## config.mk

```make
export PLATFORM = sky130hd
export DESIGN_NAME = axis_uart
export DESIGN_NICKNAME = d
export VERILOG_FILES = /design/src/rtl/axis_uart.sv
export SDC_FILE = /design/constraint.sdc
export NUM_CORES = 1
export LEC_CHECK = 0
export CELL_PAD_IN_SITES_DETAIL_PLACEMENT = 1
export CELL_PAD_IN_SITES_GLOBAL_PLACEMENT = 1
export CORE_ASPECT_RATIO = 0.7
export CORE_UTILIZATION = 46
export CTS_CLUSTER_SIZE = 14
export DETAILED_ROUTE_END_ITERATION = 10
export PLACE_DENSITY = 0.78
export SYNTH_ARGS = -nofsm -noshare
export SYNTH_HDL_FRONTEND = slang
export SYNTH_SLANG_ARGS = --single-unit
```

## constraint.sdc

```tcl
create_clock -name aclk -period 3.75 [get_ports aclk]
set_input_delay 1.125 -clock aclk [delete_from_list [all_inputs] [get_ports aclk]]
set_output_delay 1.125 -clock aclk [all_outputs]
set_load 0.005 [all_outputs]
```

## src/rtl/axis_uart.sv

```systemverilog
// 8N1 UART bridge: bytes from s_axis are serialized on uart_tx, frames on uart_rx
// are deserialized into a single-entry holding register that drives m_axis.
module axis_uart #(
    parameter int CLOCK     = 100_000_000,
    parameter int BAUD_RATE = 115200
) (
    input  logic       aclk,
    input  logic       aresetn,
    input  logic       uart_rx,
    output logic       uart_tx,
    output logic [7:0] m_axis_tdata,
    output logic       m_axis_tvalid,
    input  logic       m_axis_tready,
    input  logic [7:0] s_axis_tdata,
    input  logic       s_axis_tvalid,
    output logic       s_axis_tready
);

    localparam int BIT_CYCLES = CLOCK / BAUD_RATE;
    localparam int HALF       = BIT_CYCLES / 2;
    localparam int CNT_W      = $clog2(BIT_CYCLES);
    localparam logic [CNT_W-1:0] CNT_LAST = CNT_W'(BIT_CYCLES - 1);
    localparam logic [CNT_W-1:0] CNT_HALF = CNT_W'(HALF - 1);

    typedef enum logic [1:0] {TX_IDLE, TX_START, TX_DATA, TX_STOP} tx_state_t;
    typedef enum logic [1:0] {RX_IDLE, RX_START, RX_DATA, RX_STOP} rx_state_t;

    tx_state_t        tx_state, tx_state_nxt;
    logic [CNT_W-1:0] tx_cnt;
    logic [2:0]       tx_idx;
    logic [7:0]       tx_shift;
    logic             tx_bit_end;
    logic             tx_accept;

    assign tx_bit_end = (tx_cnt == CNT_LAST);
    assign tx_accept  = s_axis_tvalid && s_axis_tready;

    always_comb begin
        tx_state_nxt = tx_state;
        case (tx_state)
            TX_IDLE:  if (tx_accept) tx_state_nxt = TX_START;
            TX_START: if (tx_bit_end) tx_state_nxt = TX_DATA;
            TX_DATA:  if (tx_bit_end && tx_idx == 3'd7) tx_state_nxt = TX_STOP;
            TX_STOP:  if (tx_bit_end) tx_state_nxt = TX_IDLE;
            default:  tx_state_nxt = TX_IDLE;
        endcase
    end

    // uart_tx is registered from the current state, so the line lags the FSM by one clock
    always_ff @(posedge aclk or negedge aresetn) begin
        if (!aresetn) begin
            tx_state      <= TX_IDLE;
            tx_cnt        <= '0;
            tx_idx        <= '0;
            uart_tx       <= 1'b1;
            s_axis_tready <= 1'b0;
        end else begin
            tx_state      <= tx_state_nxt;
            s_axis_tready <= (tx_state_nxt == TX_IDLE);
            tx_cnt        <= (tx_state == TX_IDLE || tx_bit_end) ? '0 : tx_cnt + CNT_W'(1);
            if (tx_state == TX_DATA && tx_bit_end)
                tx_idx <= tx_idx + 3'd1;
            case (tx_state)
                TX_START: uart_tx <= 1'b0;
                TX_DATA:  uart_tx <= tx_shift[0];
                default:  uart_tx <= 1'b1;
            endcase
        end
    end

    always_ff @(posedge aclk) begin
        if (tx_state == TX_IDLE && tx_accept)
            tx_shift <= s_axis_tdata;
        else if (tx_state == TX_DATA && tx_bit_end)
            tx_shift <= {1'b0, tx_shift[7:1]};
    end

    // sync stage 0 -> 1: metastability guard on the asynchronous serial input
    logic rx_sync_p0, rx_sync_p1;

    always_ff @(posedge aclk or negedge aresetn) begin
        if (!aresetn) begin
            rx_sync_p0 <= 1'b1;
            rx_sync_p1 <= 1'b1;
        end else begin
            rx_sync_p0 <= uart_rx;
            rx_sync_p1 <= rx_sync_p0;
        end
    end

    rx_state_t        rx_state, rx_state_nxt;
    logic [CNT_W-1:0] rx_cnt;
    logic [2:0]       rx_idx;
    logic [7:0]       rx_shift;
    logic             rx_sample;
    logic             rx_done;

    assign rx_sample = (rx_state == RX_START) ? (rx_cnt == CNT_HALF) : (rx_cnt == CNT_LAST);
    assign rx_done   = (rx_state == RX_STOP) && rx_sample && rx_sync_p1;

    always_comb begin
        rx_state_nxt = rx_state;
        case (rx_state)
            RX_IDLE:  if (!rx_sync_p1) rx_state_nxt = RX_START;
            RX_START: if (rx_sample) rx_state_nxt = rx_sync_p1 ? RX_IDLE : RX_DATA;
            RX_DATA:  if (rx_sample && rx_idx == 3'd7) rx_state_nxt = RX_STOP;
            RX_STOP:  if (rx_sample) rx_state_nxt = RX_IDLE;
            default:  rx_state_nxt = RX_IDLE;
        endcase
    end

    always_ff @(posedge aclk or negedge aresetn) begin
        if (!aresetn) begin
            rx_state <= RX_IDLE;
            rx_cnt   <= '0;
            rx_idx   <= '0;
        end else begin
            rx_state <= rx_state_nxt;
            rx_cnt   <= (rx_state == RX_IDLE || rx_sample) ? '0 : rx_cnt + CNT_W'(1);
            if (rx_state == RX_DATA && rx_sample)
                rx_idx <= rx_idx + 3'd1;
        end
    end

    always_ff @(posedge aclk) begin
        if (rx_state == RX_DATA && rx_sample)
            rx_shift <= {rx_sync_p1, rx_shift[7:1]};
    end

    // A completed byte is dropped while an unconsumed byte is still held
    always_ff @(posedge aclk or negedge aresetn) begin
        if (!aresetn) begin
            m_axis_tvalid <= 1'b0;
            m_axis_tdata  <= '0;
        end else if (rx_done && (!m_axis_tvalid || m_axis_tready)) begin
            m_axis_tvalid <= 1'b1;
            m_axis_tdata  <= rx_shift;
        end else if (m_axis_tvalid && m_axis_tready) begin
            m_axis_tvalid <= 1'b0;
        end
    end

endmodule

```

==> results summary, run 1 <==
The flow ran to the end, and the final reports show no timing, DRC or antenna violations. The most instantiated flip-flop cell in the synthesis netlist is sky130_fd_sc_hd__dfrtp_1. The share of layout cells above drive strength 1 came out at 0.182. The sequential cell area came out at 1560 sq um. Adding up every negative setup slack in the final design gives 0 ns. The number of max-capacitance violations reported is 0. The clock sink total came out at 59. The deepest clock path buffer count is 2.

Routability-driven placement finished with a final weighted congestion of 0.837. The maximum number of pins on one net before global-route repair came out at 44. The per-cell via count in the routed design is 5.43. The detail route stage leaves a number of antenna-violating nets equal to 0.

The largest fanout on the critical path came out at 8. The count of cells resized by post-cts repair is 0. The detailed-router iteration count before antenna repair came out at 4. The critical path in this run is classified as flip-flop to flip-flop. The CTS tree is yes.

The DRC violation count after routing is 0. The area of the die came out at 5890 sq um. The overall track demand over capacity in global routing is 0.196.

The actual transition at the worst max-transition pin came out at 0.965 ns. Synthesis handed over a netlist of 197 instances. Summed over all layers, the global routing overflow is 0. The number of core rows is 22. The data arrival time at the worst-slack endpoint is 2.71 ns. The synthesized area per cell is 13.0 sq um. The multi-input combinational cells in the finished layout cover a total of 965 sq um. The overall die height came out at 64.5 um. The filler cell count came out at 527.

At the worst endpoint, the required time is 3.73 ns. The number of port buffers came out at 23. Clock-pin slew was measured on the worst setup and hold paths at 0.06 ns. The hold violation total from the final report is 0. Headroom to the max-slew limit came out at 0.357. In this run the worst hold path is classified as flip-flop to flip-flop. Post-CTS timing repair inserted 0 buffers for setup. The routed layout has 1645 vias. The number of hold buffers added after cts is 0.

After the first detailed-routing iteration, the DRC count stood at 49. The depth of the CTS H-tree came out at 3. The final routed wire length divided by cell count is 17.0 um. For this configuration, the core starts out at a cell density of 0.484. The commonest non-fill, non-tap cell in the layout is sky130_fd_sc_hd__dfrtp_1. Synthesis inferred 59 register bits.

The area growth from synthesis to layout is 18.8%. In the synthesized netlist the async set-or-reset flop fraction comes to 0.729. The unique cell type count in the Yosys netlist is 37. The setup violation total in the final timing report came out at 0.

During synthesis, Yosys emitted a total of 0 warnings. During I/O placement, the number of pins put on the boundary was 24. The first global-routing pass estimated 8600 um of wire. The worst setup path is launched from a flip-flop.

The die boundary width is 91.3 um. Clock latency on the worst-skew pair, taken at its later pin, is 0.32 ns. The count of final max-slew check failures came out at 0. The library cells used most frequently in the layout, excluding fill and tap cells, are 40 x sky130_fd_sc_hd__dfrtp_1, 22 x sky130_fd_sc_hd__clkdlybuf4s50_1, 20 x sky130_fd_sc_hd__mux2_2. The netlist area before placement came out at 2570 sq um. The part of the Yosys area used for sequential elements came out at 0.607. For this run, the top clock speed supported by timing is 366 MHz. The antenna diode count is 0. The total nets after synthesis is 216. The via count of the first global-routing pass came out at 1712. The analysis attributes to cell leakage a power of 1.22 nW. Measured on the finished design, the core utilization comes to 0.575.

The root buffer cell chosen for the clock tree is sky130_fd_sc_hd__clkbuf_8. STA classifies the critical path endpoint as a flip-flop. The initial antenna violation count came out at 0. Setup repair after global routing left no endpoint under its margin.

The power per cell area is 403 nW/um^2. The count of flip-flops with a built-in enable after synthesis came out at 16. The clock buffer count from CTS came out at 9.

The core region area is 5310 sq um. The worst IR drop on VDD is 0.190 mV. The final clock skew came out at 0.00823 ns. Dividing the final minimum period by the clock period gives 0.728. The half-perimeter wire length after detailed placement came out at 3680 um.

The smallest clock period supported by the final layout is computed as 2.73 ns. The routed wire length is 5140 um. After the last flow step, the layout net total stands at 245.
cell families (layout without fill, tap and decap cells):
kind of cell             Yosys count  in the layout  share of synthesized area
AO/OA/AOI/OAI                     14             14                     0.0531
buffers and inverters             11             45                     0.0180
adder cells (fa/ha/maj)            6              6                     0.0292
XOR/XNOR                          18             18                     0.0613
flip-flops                        59             59                      0.607
multiplexers                      20             20                     0.0876
AND/OR/NAND/NOR                   69             69                      0.144
worst max-delay path, stage by stage, from the launching register on:
cell                       delay (ns)
sky130_fd_sc_hd__dfrtp_1         0.39
sky130_fd_sc_hd__ha_1            0.22
sky130_fd_sc_hd__or3b_2          0.48
sky130_fd_sc_hd__or4_1           0.46
sky130_fd_sc_hd__or3_1           0.46
sky130_fd_sc_hd__nand2b_1        0.38
where the power goes:
part	switching [W]	total [W]	internal, W
Combinational	0.0000109	0.0000217	0.0000108
Sequential	0.000000906	0.000661	0.000660
Clock	0.000226	0.000549	0.000322
synth_stat cells, types with 2 or more instances:
master | number | area, sq um
sky130_fd_sc_hd__nand2_1 | 6 | 22.5
sky130_fd_sc_hd__and3_1 | 5 | 31.3
sky130_fd_sc_hd__xor2_1 | 11 | 96.3
sky130_fd_sc_hd__xnor2_1 | 7 | 61.3
sky130_fd_sc_hd__nor3_1 | 10 | 50.1
sky130_fd_sc_hd__edfxtp_1 | 16 | 480
sky130_fd_sc_hd__a21oi_1 | 4 | 20.0
sky130_fd_sc_hd__inv_1 | 5 | 18.8
sky130_fd_sc_hd__or4_1 | 2 | 15.0
sky130_fd_sc_hd__and4_1 | 2 | 17.5
sky130_fd_sc_hd__ha_1 | 6 | 75.1
sky130_fd_sc_hd__nand4_1 | 6 | 37.5
sky130_fd_sc_hd__dfstp_2 | 3 | 78.8
sky130_fd_sc_hd__mux2_2 | 20 | 225
sky130_fd_sc_hd__nor2_1 | 16 | 60.1
sky130_fd_sc_hd__nor3b_1 | 2 | 15.0
sky130_fd_sc_hd__nand2b_1 | 4 | 25.0
sky130_fd_sc_hd__dfrtp_1 | 40 | 1000
sky130_fd_sc_hd__nand3_1 | 10 | 50.1
sky130_fd_sc_hd__a2111oi_4 | 2 | 55.1
sky130_fd_sc_hd__clkbuf_1 | 4 | 15.0
per-stage QoR:
step	area [sq um]	cells	setup WS (ns)	total power [W]	hold WS, ns
finish	3050	303	1.02	0.00123	0.364
global route	3050	303	0.907	0.00128	0.379
CTS	3050	303	0.996	0.00125	0.367
detailed placement	2870	287	0.741	0.000696	0.358
global placement	2870	287	0.791	0.000694	0.360
floorplan	2570	197	0.668	0.000674	0.345
registers in the layout, summed over array words and instances (netlist names), named ones only:
register	count
rx_sync_p0	1
m_axis_tvalid	1
rx_idx	3
tx_cnt	10
tx_idx	3
s_axis_tready	1
rx_sync_p1	1
rx_state	1
tx_state	2
tx_shift	8
rx_shift	8
uart_tx	1
m_axis_tdata	8
rx_cnt	10
layer usage:
layer | GRT usage | wire, um | up-vias
met5 | 0 | 0 | -
met4 | 0.0714 | 54 | 0
met3 | 0.0634 | 135 | 6
met2 | 0.307 | 2490 | 26
met1 | 0.258 | 2460 | 834
li1 | - | - | 779
path summary, 6_finish.rpt:
kind / to / from / depth (start not counted) / slack [ns]
worst max-delay path: tx_shift[2]$_DFFE_PP_ / tx_cnt[0]$_DFF_PN0_ / 5 / 1.02
worst min-delay path: rx_sync_p1$_DFF_PN1_ / rx_sync_p0$_DFF_PN1_ / 0 / 0.36
worst max register to register: tx_shift[2]$_DFFE_PP_ / tx_cnt[0]$_DFF_PN0_ / 5 / 1.02
worst min register to register: rx_sync_p1$_DFF_PN1_ / rx_sync_p0$_DFF_PN1_ / 0 / 0.36
max in group asynchronous: rx_idx[1]$_DFFE_PN0P_ / aresetn / 1 / 2.19
min in group asynchronous: rx_cnt[1]$_DFF_PN0_ / aresetn / 1 / 0.95
final cells by class:
type                            count  area share
Clock inverter                      3      0.0127
Timing Repair Buffer               24      0.0762
Clock buffer                       13      0.0488
Inverter                            5     0.00615
Tap cell                           72      0.0295
Multi-Input combinational cell    127       0.316
Sequential cell                    59       0.511
(Power assumes the default switching activity.)
==> run 2: changes to the inputs <==
- clock period: 3.75 -> 2.7 ns (I/O delays scaled with it)
==> results summary, run 2 (synthesis results as in run 1) <==
The actual transition at the worst max-transition pin is 0.966 ns. The worst pin sits at a relative slew slack of 0.356. The area of the die came out at 5890 sq um. Of all nets on the critical path, the largest fanout is 8. The minimum clock period after layout came out at 2.51 ns. The tree built by TritonCTS fans out to 59 sinks. The power per cell area is 611 nW/um^2.

The count of final max-slew check failures came out at 0. The peak per-stage delay on the critical path came out at 0.47 ns. The signal on the critical path passes through ha_1, or3b_2, or4_1, or3_1, nand2b_2.

From left edge to right edge, the die measures 91.3 um. The first global-routing pass estimated 9680 um of wire. The minimum setup slack in the final design is 0.189 ns. The post-placement setup slack came out at 0.0741 ns. TritonCTS built the clock tree. The clock-pin slew reported for the worst setup and hold paths after clock tree synthesis came out at 0.07 ns. The count of vias placed by the detailed router came out at 1701. The core region area came out at 5310 sq um. Before antenna repair, the detailed router went through 4 iterations. The post-detailed-route count of antenna-violating nets is 0. The classification of the worst setup path is flip-flop to flip-flop. The final clock skew came out at 0.00927 ns. Of the cells placed in the final design, the portion with a size suffix greater than 1 is 0.217.

The overall die height came out at 64.5 um. In the global route stage, overall resource usage came out at 0.227. The routed wire length is 5740 um. The per-cell via count in the routed design is 5.54. The antenna diode count came out at 0.

In this run the number of H-tree levels came out at 3. The half-perimeter wire length after detailed placement came out at 3710 um. The deepest clock path buffer count is 2. Grouping stages by cell kind, the critical path spends the most delay in simple AND/OR/NAND/NOR gates. The initial antenna violation count was 0.

In the final layout, the registers with the most flip-flops are rx_cnt (10), tx_cnt (10). Leaving out fill and tap cells, the most frequent cells in the layout are 40 x sky130_fd_sc_hd__dfrtp_1, 22 x sky130_fd_sc_hd__clkdlybuf4s50_1, 20 x sky130_fd_sc_hd__mux2_2. The final routed wire length divided by cell count came out at 18.7 um. The via count of the first global-routing pass is 1835. STA puts the critical path data required time at 2.73 ns. STA classifies the critical path startpoint as a flip-flop. The flow ran to the end, and the final reports show no timing, DRC or antenna violations. The static leakage power is 1.27 nW. The part of the cycle the worst path needs is 0.930. The initial core utilization is 0.484. The class of the most critical hold timing path is flip-flop to flip-flop. The worst IR drop on VDD is 0.302 mV. The number of hold buffers added after cts is 0. The number of port buffers came out at 23. The net count of the finished layout came out at 249.

Compared with the post-synthesis result, the final layout area differs by 22.4%. The slowest cell on the critical path is sky130_fd_sc_hd__or3b_2. The maximum number of pins on one net before global-route repair came out at 44. The hold violation total from the final report came out at 0. Leaving out fill and tap cells, the most frequent cell in the layout is sky130_fd_sc_hd__dfrtp_1. The kind of end point of the critical path is a flip-flop. The DRC violation count after routing came out at 0.

Setup violations remaining at the end of the flow were counted as 0. The root buffer cell chosen for the clock tree is sky130_fd_sc_hd__clkbuf_8. The routability-driven placement congestion ratio came out at 0.802. The cell area after placement is 2900 sq um. Setup repair after global routing left no endpoint under its margin. The number of core rows came out at 22.

The latest clock arrival within the worst-skew pair came out at 0.34 ns. The top-level port count came out at 24. The fmax is 398 MHz.

Counting both buffers and inverters, the worst setup path holds a total of 0. The DRC violation total after the first TritonRoute iteration is 91. The tool flagged a number of max-cap violations equal to 0. The total negative slack is 0 ns. Counting the buffers created by CTS gives 9. At the worst endpoint, the arrival time is 2.54 ns.

After routing the design area is 3150 sq um. The leftover overflow at the end of global routing is 0.
run 2: report_power, final:
part	internal [W]	switching (W)
clock	0.000635	0.000337
sequential	0.000916	0.00000172
combinational	0.0000151	0.0000161
run 2: layout make-up:
cell class	instances	area [sq um]
multi-input cells	127	972
fillers	525	2170
clock buffers	11	141
inverters	5	18.8
repair buffers	28	263
clock inverters	5	100
well taps	72	90.1
flip-flops and latches	59	1560
run 2: worst paths after layout:
check,to,slack [ns],startpoint,depth (start not counted)
worst max-delay path,tx_shift[2]$_DFFE_PP_,0.19,tx_cnt[0]$_DFF_PN0_,5
worst min-delay path,rx_sync_p1$_DFF_PN1_,0.37,rx_sync_p0$_DFF_PN1_,0
min in group asynchronous,m_axis_tdata[4]$_DFFE_PN0P_,0.63,aresetn,1
max in group asynchronous,tx_cnt[4]$_DFF_PN0_,1.47,aresetn,1
worst min register to register,rx_sync_p1$_DFF_PN1_,0.37,rx_sync_p0$_DFF_PN1_,0
worst max register to register,tx_shift[2]$_DFFE_PP_,0.19,tx_cnt[0]$_DFF_PN0_,5
run 2: worst reg2reg max path, delay by kind of cell, from the launching register on:
family	cells	cell delay, ns
and+or+nand+nor	4	1.62
adders and majority gates	1	0.21
DFF	1	0.39
run 2: timing repair:
item | in CTS | in global routing
gates resized for setup | 0 | 1
endpoints found under the setup margin | 0 | 8
buffers inserted | 0 | 0
run 2: metrics by stage:
stage | total power, W | hold slack (ns) | std cells | utilization
after global placement | 0.000965 | 0.346 | 291 | 0.546
after global routing | 0.00199 | 0.370 | 307 | 0.592
after detailed placement | 0.000967 | 0.358 | 291 | 0.546
after floorplan | 0.000936 | 0.345 | 197 | -
final | 0.00192 | 0.365 | 307 | 0.592
after CTS | 0.00195 | 0.370 | 307 | 0.592
run 2: per-layer routing:
metal,global-route usage,vias up,share of wire
met5,0,-,0
met3,0.0822,6,0.031
li1,-,789,-
met2,0.374,21,0.49
met4,0.0774,0,0.011
met1,0.279,885,0.47
